### config.mk
export PLATFORM = sky130hd
export DESIGN_NAME = mem_io_controller_flat
export DESIGN_NICKNAME = d
export VERILOG_FILES = /design/src/rtl/mem_io_controller_pkg.sv /design/src/rtl/mem_io_controller_if.sv /design/src/rtl/mem_io_controller_io_port_bank.sv /design/src/rtl/mem_io_controller.sv /design/src/flat_wrapper.sv
export SDC_FILE = /design/constraint.sdc
export NUM_CORES = 1
export LEC_CHECK = 0
export ABC_AREA = 1
export CAP_MARGIN = 10
export CORE_ASPECT_RATIO = 1.75
export CORE_MARGIN = 3
export CORE_UTILIZATION = 38
export DETAILED_ROUTE_END_ITERATION = 10
export GPL_TIMING_DRIVEN = 0
export PLACE_DENSITY = 0.76
export SLEW_MARGIN = 5
export SYNTH_ARGS = -nofsm -noshare
export SYNTH_HDL_FRONTEND = slang
export SYNTH_SLANG_ARGS = --single-unit
### constraint.sdc
create_clock -name clk -period 2.5 [get_ports clk]
set_clock_uncertainty 0.1 [all_clocks]
set_input_delay 0.75 -clock clk [delete_from_list [all_inputs] [get_ports clk]]
set_output_delay 0.75 -clock clk [all_outputs]
set_load 0.01 [all_outputs]
### src/rtl/mem_io_controller_pkg.sv
// rtl/mem_io_controller_pkg.sv - shared FSM encodings, IO window constants and request types
package mem_io_controller_pkg;

    // Controller FSM encodings
    localparam logic [1:0] ST_IDLE   = 2'd0;
    localparam logic [1:0] ST_MEM_RD = 2'd1;
    localparam logic [1:0] ST_MEM_WR = 2'd2;
    localparam logic [1:0] ST_DONE   = 2'd3;

    // IO window: 16 consecutive words starting at IO_BASE
    localparam int IO_WIN_SIZE     = 16;
    localparam int IO_OFF_W        = 4;
    localparam int IO_BASE_DEFAULT = 'h1F0;

    // Classification of a request sampled in IDLE
    typedef enum logic [2:0] {
        REQ_NONE,
        REQ_ILLEGAL,
        REQ_IO_RD,
        REQ_IO_WR,
        REQ_MEM_RD,
        REQ_MEM_WR
    } req_kind_e;

endpackage

### src/rtl/mem_io_controller_if.sv
// rtl/mem_io_controller_if.sv - CPU-side request/response bus of the memory/IO controller
// Ports:
//   in_rd / in_wr      request strobes (MAR/MDR side)
//   in_addr / in_wdata request address and write data
//   out_rdata          read data, held until the next completed read
//   out_ready          one-cycle completion pulse
//   out_err            one-cycle pulse with out_ready on an illegal request
//   out_busy           controller not idle
// master = CPU datapath / control unit, slave = controller
interface mem_io_controller_if #(
    parameter int DATA_W = 32,
    parameter int ADDR_W = 9
);
    logic              in_rd;
    logic              in_wr;
    logic [ADDR_W-1:0] in_addr;
    logic [DATA_W-1:0] in_wdata;
    logic [DATA_W-1:0] out_rdata;
    logic              out_ready;
    logic              out_err;
    logic              out_busy;

    modport master (
        output in_rd, in_wr, in_addr, in_wdata,
        input  out_rdata, out_ready, out_err, out_busy
    );

    modport slave (
        input  in_rd, in_wr, in_addr, in_wdata,
        output out_rdata, out_ready, out_err, out_busy
    );
endinterface

### src/rtl/mem_io_controller_io_port_bank.sv
// rtl/mem_io_controller_io_port_bank.sv - inport capture registers, outport registers and IO read mux
// Ports:
//   clk, reset         system clock, synchronous active-high reset
//   in_inport_data     N_IN packed input words, channel k at [k*DATA_W +: DATA_W]
//   in_inport_strobe   per-channel capture enable, honoured in every cycle
//   rd_off / rd_data   IO read offset and selected capture register (0 past N_IN)
//   wr_en / wr_off     IO write strobe and offset (dropped past N_OUT)
//   wr_data            IO write data
//   out_outport_data   N_OUT packed output registers
//   out_outport_valid  one-cycle pulse the cycle after a channel is written
module io_port_bank
    import mem_io_controller_pkg::*;
#(
    parameter int DATA_W = 32,
    parameter int N_IN   = 2,
    parameter int N_OUT  = 2
) (
    input  logic                    clk,
    input  logic                    reset,
    input  logic [N_IN*DATA_W-1:0]  in_inport_data,
    input  logic [N_IN-1:0]         in_inport_strobe,
    input  logic [IO_OFF_W-1:0]     rd_off,
    output logic [DATA_W-1:0]       rd_data,
    input  logic                    wr_en,
    input  logic [IO_OFF_W-1:0]     wr_off,
    input  logic [DATA_W-1:0]       wr_data,
    output logic [N_OUT*DATA_W-1:0] out_outport_data,
    output logic [N_OUT-1:0]        out_outport_valid
);

    logic [DATA_W-1:0] cap [N_IN];

    always_ff @(posedge clk) begin
        if (reset) begin
            for (int k = 0; k < N_IN; k++) begin
                cap[k] <= '0;
            end
        end else begin
            for (int k = 0; k < N_IN; k++) begin
                if (in_inport_strobe[k]) begin
                    cap[k] <= in_inport_data[k*DATA_W +: DATA_W];
                end
            end
        end
    end

    // Reads the registered value, so a same-cycle strobe is seen only by later reads
    always_comb begin
        rd_data = '0;
        for (int k = 0; k < N_IN; k++) begin
            if (rd_off == IO_OFF_W'(k)) begin
                rd_data = cap[k];
            end
        end
    end

    always_ff @(posedge clk) begin
        if (reset) begin
            out_outport_data  <= '0;
            out_outport_valid <= '0;
        end else begin
            out_outport_valid <= '0;
            for (int k = 0; k < N_OUT; k++) begin
                if (wr_en && (wr_off == IO_OFF_W'(k))) begin
                    out_outport_data[k*DATA_W +: DATA_W] <= wr_data;
                    out_outport_valid[k]                 <= 1'b1;
                end
            end
        end
    end

endmodule

### src/rtl/mem_io_controller.sv
// rtl/mem_io_controller.sv - memory/IO access controller between CPU MAR/MDR and the RAM macro
// Ports:
//   clk, reset         system clock, synchronous active-high reset
//   bus (slave)        CPU request/response bus, see mem_io_controller_if
//   out_mem_address    registered RAM address
//   out_mem_data       registered RAM write data
//   out_mem_rden       RAM read enable, high throughout MEM_RD
//   out_mem_wren       RAM write enable, high for the single MEM_WR cycle
//   in_mem_q           RAM read data, MEM_LATENCY clocks after the address
//   in_inport_data     N_IN packed external input words
//   in_inport_strobe   per-channel inport capture enable
//   out_outport_data   N_OUT packed output port registers
//   out_outport_valid  per-channel one-cycle write pulse
module mem_io_controller
    import mem_io_controller_pkg::*;
#(
    parameter int          DATA_W      = 32,
    parameter int          ADDR_W      = 9,
    parameter int          N_IN        = 2,
    parameter int          N_OUT       = 2,
    parameter int          MEM_LATENCY = 1,
    parameter int unsigned IO_BASE     = IO_BASE_DEFAULT
) (
    input  logic                    clk,
    input  logic                    reset,
    mem_io_controller_if.slave      bus,
    output logic [ADDR_W-1:0]       out_mem_address,
    output logic [DATA_W-1:0]       out_mem_data,
    output logic                    out_mem_rden,
    output logic                    out_mem_wren,
    input  logic [DATA_W-1:0]       in_mem_q,
    input  logic [N_IN*DATA_W-1:0]  in_inport_data,
    input  logic [N_IN-1:0]         in_inport_strobe,
    output logic [N_OUT*DATA_W-1:0] out_outport_data,
    output logic [N_OUT-1:0]        out_outport_valid
);

    localparam logic [ADDR_W-1:0] IO_BASE_A = ADDR_W'(IO_BASE);
    localparam logic [ADDR_W-1:0] IO_WIN_A  = ADDR_W'(IO_WIN_SIZE);
    localparam logic [2:0]        LAT_INIT  = 3'(MEM_LATENCY);

    logic [1:0]          state;
    logic [2:0]          lat_cnt;
    logic                err_q;
    logic [DATA_W-1:0]   rdata_q;
    req_kind_e           req_kind;
    logic [ADDR_W-1:0]   io_off_full;
    logic                in_io;
    logic [IO_OFF_W-1:0] io_off;
    logic [DATA_W-1:0]   io_rd_data;

    // Subtraction is only meaningful when addr >= IO_BASE; the range test
    // keeps the window correct even when IO_BASE+16 wraps the address space.
    assign io_off_full = bus.in_addr - IO_BASE_A;
    assign in_io       = (bus.in_addr >= IO_BASE_A) && (io_off_full < IO_WIN_A);
    assign io_off      = io_off_full[IO_OFF_W-1:0];

    always_comb begin
        req_kind = REQ_NONE;
        if (state == ST_IDLE) begin
            if (bus.in_rd && bus.in_wr) begin
                req_kind = REQ_ILLEGAL;
            end else if (bus.in_rd) begin
                req_kind = in_io ? REQ_IO_RD : REQ_MEM_RD;
            end else if (bus.in_wr) begin
                req_kind = in_io ? REQ_IO_WR : REQ_MEM_WR;
            end
        end
    end

    io_port_bank #(
        .DATA_W (DATA_W),
        .N_IN   (N_IN),
        .N_OUT  (N_OUT)
    ) u_port_bank (
        .clk               (clk),
        .reset             (reset),
        .in_inport_data    (in_inport_data),
        .in_inport_strobe  (in_inport_strobe),
        .rd_off            (io_off),
        .rd_data           (io_rd_data),
        .wr_en             (req_kind == REQ_IO_WR),
        .wr_off            (io_off),
        .wr_data           (bus.in_wdata),
        .out_outport_data  (out_outport_data),
        .out_outport_valid (out_outport_valid)
    );

    always_ff @(posedge clk) begin
        if (reset) begin
            state           <= ST_IDLE;
            lat_cnt         <= '0;
            err_q           <= 1'b0;
            rdata_q         <= '0;
            out_mem_address <= '0;
            out_mem_data    <= '0;
        end else begin
            case (state)
                ST_IDLE: begin
                    err_q <= 1'b0;
                    case (req_kind)
                        REQ_ILLEGAL: begin
                            err_q <= 1'b1;
                            state <= ST_DONE;
                        end
                        REQ_IO_RD: begin
                            rdata_q <= io_rd_data;
                            state   <= ST_DONE;
                        end
                        REQ_IO_WR: begin
                            state <= ST_DONE;
                        end
                        REQ_MEM_RD: begin
                            out_mem_address <= bus.in_addr;
                            out_mem_data    <= bus.in_wdata;
                            lat_cnt         <= LAT_INIT;
                            state           <= ST_MEM_RD;
                        end
                        REQ_MEM_WR: begin
                            out_mem_address <= bus.in_addr;
                            out_mem_data    <= bus.in_wdata;
                            state           <= ST_MEM_WR;
                        end
                        default: ;
                    endcase
                end
                // Counter starts at MEM_LATENCY and ends at 0, giving MEM_LATENCY+1 cycles
                ST_MEM_RD: begin
                    if (lat_cnt == 3'd0) begin
                        rdata_q <= in_mem_q;
                        state   <= ST_DONE;
                    end else begin
                        lat_cnt <= lat_cnt - 3'd1;
                    end
                end
                ST_MEM_WR: begin
                    state <= ST_DONE;
                end
                default: begin
                    state <= ST_IDLE;
                end
            endcase
        end
    end

    assign out_mem_rden  = (state == ST_MEM_RD);
    assign out_mem_wren  = (state == ST_MEM_WR);
    assign bus.out_ready = (state == ST_DONE);
    assign bus.out_err   = (state == ST_DONE) && err_q;
    assign bus.out_busy  = (state != ST_IDLE);
    assign bus.out_rdata = rdata_q;

endmodule

### src/flat_wrapper.sv
// flat-port wrapper written by rule: the top's interface ports become plain ports
module mem_io_controller_flat import mem_io_controller_pkg::*;
#(
    parameter int          DATA_W      = 32,
    parameter int          ADDR_W      = 9,
    parameter int          N_IN        = 2,
    parameter int          N_OUT       = 2,
    parameter int          MEM_LATENCY = 1,
    parameter int unsigned IO_BASE     = IO_BASE_DEFAULT
)
  (clk, reset, out_mem_address, out_mem_data, out_mem_rden, out_mem_wren, in_mem_q, in_inport_data, in_inport_strobe, out_outport_data, out_outport_valid, bus_in_rd, bus_in_wr, bus_in_addr, bus_in_wdata, bus_out_rdata, bus_out_ready, bus_out_err, bus_out_busy);
  mem_io_controller_if #(.DATA_W(DATA_W), .ADDR_W(ADDR_W)) bus_i ();
  input  logic clk;
  input  logic reset;
  output logic [ADDR_W-1:0] out_mem_address;
  output logic [DATA_W-1:0] out_mem_data;
  output logic out_mem_rden;
  output logic out_mem_wren;
  input  logic [DATA_W-1:0] in_mem_q;
  input  logic [N_IN*DATA_W-1:0] in_inport_data;
  input  logic [N_IN-1:0] in_inport_strobe;
  output logic [N_OUT*DATA_W-1:0] out_outport_data;
  output logic [N_OUT-1:0] out_outport_valid;
  input wire logic [$bits(bus_i.in_rd)-1:0] bus_in_rd;
  input wire logic [$bits(bus_i.in_wr)-1:0] bus_in_wr;
  input wire logic [$bits(bus_i.in_addr)-1:0] bus_in_addr;
  input wire logic [$bits(bus_i.in_wdata)-1:0] bus_in_wdata;
  output wire logic [$bits(bus_i.out_rdata)-1:0] bus_out_rdata;
  output wire logic [$bits(bus_i.out_ready)-1:0] bus_out_ready;
  output wire logic [$bits(bus_i.out_err)-1:0] bus_out_err;
  output wire logic [$bits(bus_i.out_busy)-1:0] bus_out_busy;
  assign bus_i.in_rd = bus_in_rd;
  assign bus_i.in_wr = bus_in_wr;
  assign bus_i.in_addr = bus_in_addr;
  assign bus_i.in_wdata = bus_in_wdata;
  assign bus_out_rdata = bus_i.out_rdata;
  assign bus_out_ready = bus_i.out_ready;
  assign bus_out_err = bus_i.out_err;
  assign bus_out_busy = bus_i.out_busy;
  mem_io_controller #(.DATA_W(DATA_W), .ADDR_W(ADDR_W), .N_IN(N_IN), .N_OUT(N_OUT), .MEM_LATENCY(MEM_LATENCY), .IO_BASE(IO_BASE)) u_core (.clk(clk), .reset(reset), .bus(bus_i), .out_mem_address(out_mem_address), .out_mem_data(out_mem_data), .out_mem_rden(out_mem_rden), .out_mem_wren(out_mem_wren), .in_mem_q(in_mem_q), .in_inport_data(in_inport_data), .in_inport_strobe(in_inport_strobe), .out_outport_data(out_outport_data), .out_outport_valid(out_outport_valid));
endmodule
# == After elaboration in Yosys (flattened, before gate mapping) ==
# Memories as Yosys holds them, arrays and structs flattened.
# Index checks and enable logic that the tools add are counted.
# W data, S select, Z words.
# op_classes
n_addsub,2
order_cmp,2
n_eq_ne,14
mux,30
bitwise,2
reduce_logical,16
# op_table
op,n
$mux W32,6
$pmux W32 S2,1
$mux W3,8
$pmux W2 S3,2
$mux W1,11
$ge A9 B9 Y1 const B,1
$lt A9 B5 Y1 const B,1
$sub A9 B9 Y9 const B,1
$eq A3 B2 Y1 const B,2
$eq A3 B3 Y1 const B,2
$ne A2 B2 Y1 const B,3
$pmux W3 S2,1
$reduce_and A3 Y1,2
$logic_and A1 B1 Y1,5
$eq A2 B2 Y1 const B,2
$eq A4 B1 Y1 const B,1
$logic_not A4 Y1,1
$ne A4 B4 Y1 const B,1
$reduce_and A2 Y1,2
$reduce_bool A2 Y1,2
$eq A3 B1 Y1 const B,1
$logic_not A3 Y1,1
$reduce_or A3 Y1,1
$sub A3 B1 Y3 const B,1
6 further kinds,7
# totals
register_bits,145
mem_bits_rw,64
input_bits,143
out_inout_bits,144
elab_cells,76
mem_count,1
# memory_table
memory,words,word_bits,read_ports,rd_ports_with_merged_regs,write_ports,line_no,source
u_core.u_port_bank.cap,2,32,2,0,2,mem_io_controller_io_port_bank.sv:31,logic [DATA_W-1:0] cap [N_IN];

# == Depth between registers and ports, before layout ==
# logic_depth
depth_word,12
mapped_depth,12
mapped_depth_nobuf,10

# == By module ==
# From an unflattened synthesis, not the netlist that was laid out.
# hier_totals
cells_unflattened,1310
area_unflattened_um2,9818.2
# by_module_without_submodules
mod,instances,cells_each,area_per_inst_um2,seq_area_each_um2
io_port_bank,1,836,6198.4,3243.1
mem_io_controller,1,474,3619.7,1581.5

# == Worst setup path after synthesis ==
# OpenSTA, ideal clock, no wires.
# synth_timing
path_kind,input -> register
startpoint,input bus_in_addr[4]
endpoint,register u_core.u_port_bank.out_outport_data[0]
setup_ns,0.113
t_arrival_ns,1.897
required_time_ns,2.287
setup_slack_ns,0.390
cell_stages,9
path_buffers,2
path_cell_list,ha_1 > nor2_1 > nand2_1 > nor2_4 > nand4_1 > buf_2 > buf_2 > nor2_1 > nor2_1
# synth_via
elab_chain_len,10
word_cells_on_any_way,12
cone_classes,1 x add/sub; 2 x order compare; 1 x eq/ne; 6 x mux; 2 x reduce/logical
# synth_lines
element,line_no,source
"start, declared",flat_wrapper.sv:26,input wire logic [$bits(bus_i.in_addr)-1:0] bus_in_addr;
$sub A9 B9 Y9,mem_io_controller.sv:54,assign io_off_full = bus.in_addr - IO_BASE_A;
$lt A9 B5 Y1,mem_io_controller.sv:55,assign in_io = (bus.in_addr >= IO_BASE_A) && (io_off_full < IO_WIN_A);
$logic_and A1 B1 Y1 *,mem_io_controller.sv:55,
$mux W3,mem_io_controller.sv:66,req_kind = in_io ? REQ_IO_WR : REQ_MEM_WR;
$mux W3,mem_io_controller.sv:65,end else if (bus.in_wr) begin
$mux W3 *,mem_io_controller.sv:63,end else if (bus.in_rd) begin
$mux W3 *,mem_io_controller.sv:61,if (bus.in_rd && bus.in_wr) begin
$mux W3 *,mem_io_controller.sv:60,if (state == ST_IDLE) begin
$eq A3 B2 Y1 *,mem_io_controller.sv:82,".wr_en (req_kind == REQ_IO_WR),"
$logic_and A1 B1 Y1 *,mem_io_controller_io_port_bank.sv:64,if (wr_en && (wr_off == IO_OFF_W'(k))) begin
"end signal, assigned by index",mem_io_controller_io_port_bank.sv:65,out_outport_data[k*DATA_W +: DATA_W] <= wr_data;
"end, declared",mem_io_controller_io_port_bank.sv:27,"output logic [N_OUT*DATA_W-1:0] out_outport_data,"
# Mark *: on every way between the ends. The rest lies on a longest branch, timed or not.
# A chain may end at the register's enable or synchronous reset.

# == Final worst setup path ==
# layout_timing
startpoint,register u_core.state[0]
endpoint,output bus_out_busy
# layout_via
elab_chain_len,1
# layout_lines
element,line_no,source
"start, declared",mem_io_controller.sv:42,logic [1:0] state;
"start signal, assigned",mem_io_controller.sv:91,state <= ST_IDLE;
"start signal, assigned",mem_io_controller.sv:104,state <= ST_DONE;
"start signal, assigned",mem_io_controller.sv:108,state <= ST_DONE;
$reduce_bool A2 Y1,mem_io_controller.sv:150,assign bus.out_busy = (state != ST_IDLE);
"end, declared",flat_wrapper.sv:31,output wire logic [$bits(bus_i.out_busy)-1:0] bus_out_busy;
# No other way between the ends.

==> flow_summary.html <==
<table>
<tr><th>Metric</th><th>Value</th></tr>
<tr><th colspan="2">Outcome</th></tr>
<tr><td>Status</td><td>complete, no violations</td></tr>
<tr><th colspan="2">Drt</th></tr>
<tr><td>DRT Pass-1 Iters</td><td>5</td></tr>
<tr><td>Post-route antenna net violation count</td><td>0</td></tr>
<tr><td>Remaining routing DRC violations</td><td>0</td></tr>
<tr><td>Detailed Route Iter0 Violations</td><td>463</td></tr>
<tr><td>Post-detailed-route wirelength per cell</td><td>14.9 um</td></tr>
<tr><td>DR vias</td><td>8626</td></tr>
<tr><td>Routed Wire Length</td><td>28500 um</td></tr>
<tr><td>Mean number of vias per cell</td><td>4.50</td></tr>
<tr><th colspan="2">Min path</th></tr>
<tr><td>Worst min-delay path class</td><td>reg -&gt; reg</td></tr>
<tr><th colspan="2">Synth</th></tr>
<tr><td>Area of the mapped netlist</td><td>9200 um^2</td></tr>
<tr><td>Cell count after synthesis</td><td>1289</td></tr>
<tr><td>Share of synthesized area occupied by flip-flops and latches</td><td>0.525</td></tr>
<tr><td>Net count of the mapped netlist</td><td>1439</td></tr>
<tr><td>Flop and latch count out of synthesis</td><td>209</td></tr>
<tr><td>Distinct cells, synth</td><td>22</td></tr>
<tr><td>Warning count from the yosys run</td><td>0</td></tr>
<tr><td>Post-Syn Area per Cell</td><td>7.13 um^2</td></tr>
<tr><th colspan="2">Job</th></tr>
<tr><td>Reported max-cap violation count</td><td>0</td></tr>
<tr><th colspan="2">Die</th></tr>
<tr><td>Height of the die</td><td>212 um</td></tr>
<tr><td>Number of I/O pins</td><td>287</td></tr>
<tr><td>Standard cell core area</td><td>23600 um^2</td></tr>
<tr><td>Die outline area</td><td>26200 um^2</td></tr>
<tr><td>Number of rows in the core area</td><td>74</td></tr>
<tr><td>Overall die width</td><td>124 um</td></tr>
<tr><td>Starting density of the core</td><td>0.390</td></tr>
<tr><th colspan="2">Power</th></tr>
<tr><td>Share of total power in sequential cells</td><td>0.391</td></tr>
<tr><td>Clk network pwr share</td><td>0.275</td></tr>
<tr><td>Worst IR drop on VDD</td><td>0.547 mV</td></tr>
<tr><td>Post-layout power</td><td>11.2 mW</td></tr>
<tr><td>LEAKAGE</td><td>6.32 nW</td></tr>
<tr><td>Power density cells</td><td>856 nW/um^2</td></tr>
<tr><td>Comb power frac</td><td>0.335</td></tr>
<tr><td>Switch share</td><td>0.327</td></tr>
<tr><td>Power spent charging and discharging nets</td><td>3.67 mW</td></tr>
<tr><td>Internal power</td><td>7.58 mW</td></tr>
<tr><th colspan="2">STA</th></tr>
<tr><td>Endpoints failing setup</td><td>0</td></tr>
<tr><td>Fmax</td><td>418 MHz</td></tr>
<tr><td>Number of max-slew violations in the final report</td><td>0</td></tr>
<tr><td>Final period utilization</td><td>0.958</td></tr>
<tr><td>Unrepaired setup endpoints after global routing</td><td>true</td></tr>
<tr><td>Setup tns final</td><td>0 ns</td></tr>
<tr><td>Worst slew margin relative to its limit</td><td>0.448</td></tr>
<tr><td>Number of failing hold endpoints at the final stage</td><td>0</td></tr>
<tr><td>Tightest Pin Transition</td><td>0.829 ns</td></tr>
<tr><td>Final critical path time including I/O delays and setup</td><td>2.39 ns</td></tr>
<tr><td>Final critical-path setup slack</td><td>0.106 ns</td></tr>
<tr><th colspan="2">Clocking</th></tr>
<tr><td>Number of sinks on the clock net</td><td>209</td></tr>
<tr><td>Number of CTS-inserted buffers</td><td>21</td></tr>
<tr><td>Maximum level of the CTS H-tree</td><td>1</td></tr>
<tr><td>Maximum clock path buffer count</td><td>3</td></tr>
<tr><td>Clock transition at the registers of the reported paths</td><td>0.06 ns</td></tr>
<tr><td>Clock tree from TritonCTS</td><td>yes</td></tr>
<tr><td>Later-pin clock latency in the skew report</td><td>0.49 ns</td></tr>
<tr><td>Clock tree root driver cell</td><td>clkbuf_16</td></tr>
<tr><td>Quantity of hold-fixing buffers added after cts</td><td>0</td></tr>
<tr><th colspan="2">Critical path</th></tr>
<tr><td>Internal reg-to-reg setup slack</td><td>0.36 ns</td></tr>
<tr><td>Startpoint kind of the worst setup timing path</td><td>flip-flop</td></tr>
<tr><td>Critical path required time</td><td>1.65 ns</td></tr>
<tr><td>Kind of critical path</td><td>reg -&gt; out</td></tr>
<tr><td>Biggest fanout along the worst timing path</td><td>9</td></tr>
<tr><td>Type of destination of the critical path</td><td>output pin</td></tr>
<tr><td>Arrival @ worst endpoint</td><td>1.54 ns</td></tr>
<tr><th colspan="2">Placement</th></tr>
<tr><td>Final weighted congestion in routability-driven placement</td><td>0.862</td></tr>
<tr><td>Worst slack after detailed placement</td><td>-0.536 ns</td></tr>
<tr><td>Buffers on Ports</td><td>285</td></tr>
<tr><td>Post-detail-place hpwl</td><td>22100 um</td></tr>
<tr><th colspan="2">GRT</th></tr>
<tr><td>Grt total ovfl</td><td>0</td></tr>
<tr><td>Number of antenna violations at the first check in global routing</td><td>0</td></tr>
<tr><td>Total routing resource utilization after global routing</td><td>0.214</td></tr>
<tr><td>Pin count of the biggest net entering global routing</td><td>33</td></tr>
<tr><td>First-pass GRT wire length</td><td>44200 um</td></tr>
<tr><td>Number of global-route vias before repair</td><td>8649</td></tr>
<tr><th colspan="2">Finish</th></tr>
<tr><td>Combined area of the multi-input logic cells</td><td>3400 um^2</td></tr>
<tr><td>Number of nets in the final layout</td><td>1749</td></tr>
<tr><td>Filler cell count</td><td>2212</td></tr>
<tr><td>Layout cell share with drive strength beyond 1</td><td>0.0527</td></tr>
<tr><td>Sequential standard cell area</td><td>4830 um^2</td></tr>
<tr><td>ANT cells</td><td>0</td></tr>
<tr><td>Leading cell type in the layout, fill and taps excluded</td><td>nor2_1</td></tr>
<tr><td>Layout area overhead</td><td>42.8%</td></tr>
<tr><td>Most frequent cells in the layout</td><td>348 x nor2_1, 344 x nand2_1, 280 x clkdlybuf4s50_1</td></tr>
<tr><td>Fraction of the core area covered by cells at the end of the flow</td><td>0.556</td></tr>
</table>
worst max-delay path, stage by stage, from the launching register on:
cell and delay, ns:
dfxtp_2 0.36, inv_1 0.07, ha_1 0.19, buf_2 0.17, inv_2 0.11, buf_2 0.17
power groups by stage:
stage	clock network [mW]	registers [mW]	logic, mW
4_1_cts	3.16	4.40	3.77
3_5_place_dp	0	4.47	3.76
3_3_place_gp	0	4.44	3.71
2_1_floorplan	0	4.64	1.77
5_1_grt	3.28	4.45	4.25
6_report	3.09	4.39	3.77
stage by stage:
stage / hold WS (ns) / instance area [um^2] / cells
detailed placement: 0.371 / 12400 / 1878
global route: 0.403 / 13100 / 1917
CTS: 0.385 / 13100 / 1915
global placement: 0.363 / 12400 / 1878
finish: 0.380 / 13100 / 1917
floorplan: 0.367 / 9200 / 1289
state kept, by name, summed over array words and instances, names as in the netlist:
name                                  cells
u_core.out_mem_data                      32
u_core.state                              2
u_core.u_port_bank.cap                   64
u_core.bus.out_rdata                     32
u_core.u_port_bank.out_outport_data      64
u_core.lat_cnt                            3
u_core.err_q                              1
u_core.u_port_bank.out_outport_valid      2
u_core.out_mem_address                    9
cell usage after synthesis, drive strengths merged:
| library cell | count | area (um^2) |
|---|---|---|
| a21oi | 7 | 35.0 |
| buf | 37 | 204 |
| clkbuf | 34 | 128 |
| dfxtp | 145 | 2900 |
| edfxtp | 64 | 1920 |
| ha | 7 | 87.6 |
| inv | 176 | 661 |
| nand2 | 345 | 1290 |
| nand3 | 72 | 365 |
| nand4 | 2 | 12.5 |
| nor2 | 351 | 1330 |
| o21ai | 44 | 224 |
| o21bai | 1 | 7.51 |
| or2 | 3 | 18.8 |
| xnor2 | 1 | 8.76 |
logic make-up (layout without fill, tap and decap cells):
logic type / count (synthesis) / count (layout) / synth area share
AND/OR/NAND/NOR: 773 / 773 / 0.328
buffers and inverters: 247 / 571 / 0.108
flip-flops: 209 / 209 / 0.525
AO/OA/AOI/OAI: 52 / 52 / 0.0290
adder cells (fa/ha/maj): 7 / 7 / 0.00952
XOR/XNOR: 1 / 1 / 0.000953
timing repair:
item	CTS	global route
setup endpoints to repair	15	131
pin swaps	0	2
buffers inserted	0	2
gates cloned	0	0
gates resized for setup	9	28
routing by layer:
| metal | global-route usage | share of wire | vias to the layer above |
|---|---|---|---|
| li1 | - | - | 4474 |
| met1 | 0.216 | 0.35 | 3875 |
| met2 | 0.416 | 0.55 | 230 |
| met3 | 0.0508 | 0.065 | 47 |
| met4 | 0.0711 | 0.031 | 0 |
| met5 | 0 | 0 | - |
worst paths after layout:
| path | startpoint | endpoint | depth (start not counted) |
|---|---|---|---|
| worst min-delay path | u_core.out_mem_data[28] | u_core.out_mem_data[28] | 2 |
| worst max register to register | u_core.state[1] | u_core.bus.out_rdata[16] | 10 |
| worst max-delay path | u_core.state[0] | bus_out_busy | 5 |
| worst min register to register | u_core.out_mem_data[28] | u_core.out_mem_data[28] | 2 |
cell type report:
| type | count | area share |
|---|---|---|
| buffer | 71 | 0.0272 |
| clock buffer | 28 | 0.0428 |
| clock inverter | 9 | 0.00714 |
| inverter | 176 | 0.0503 |
| multi-input combinational | 833 | 0.259 |
| sequential | 209 | 0.367 |
| tap | 304 | 0.0290 |
| timing repair buffer | 287 | 0.218 |
Note: power is estimated with default switching activity, not from simulation.
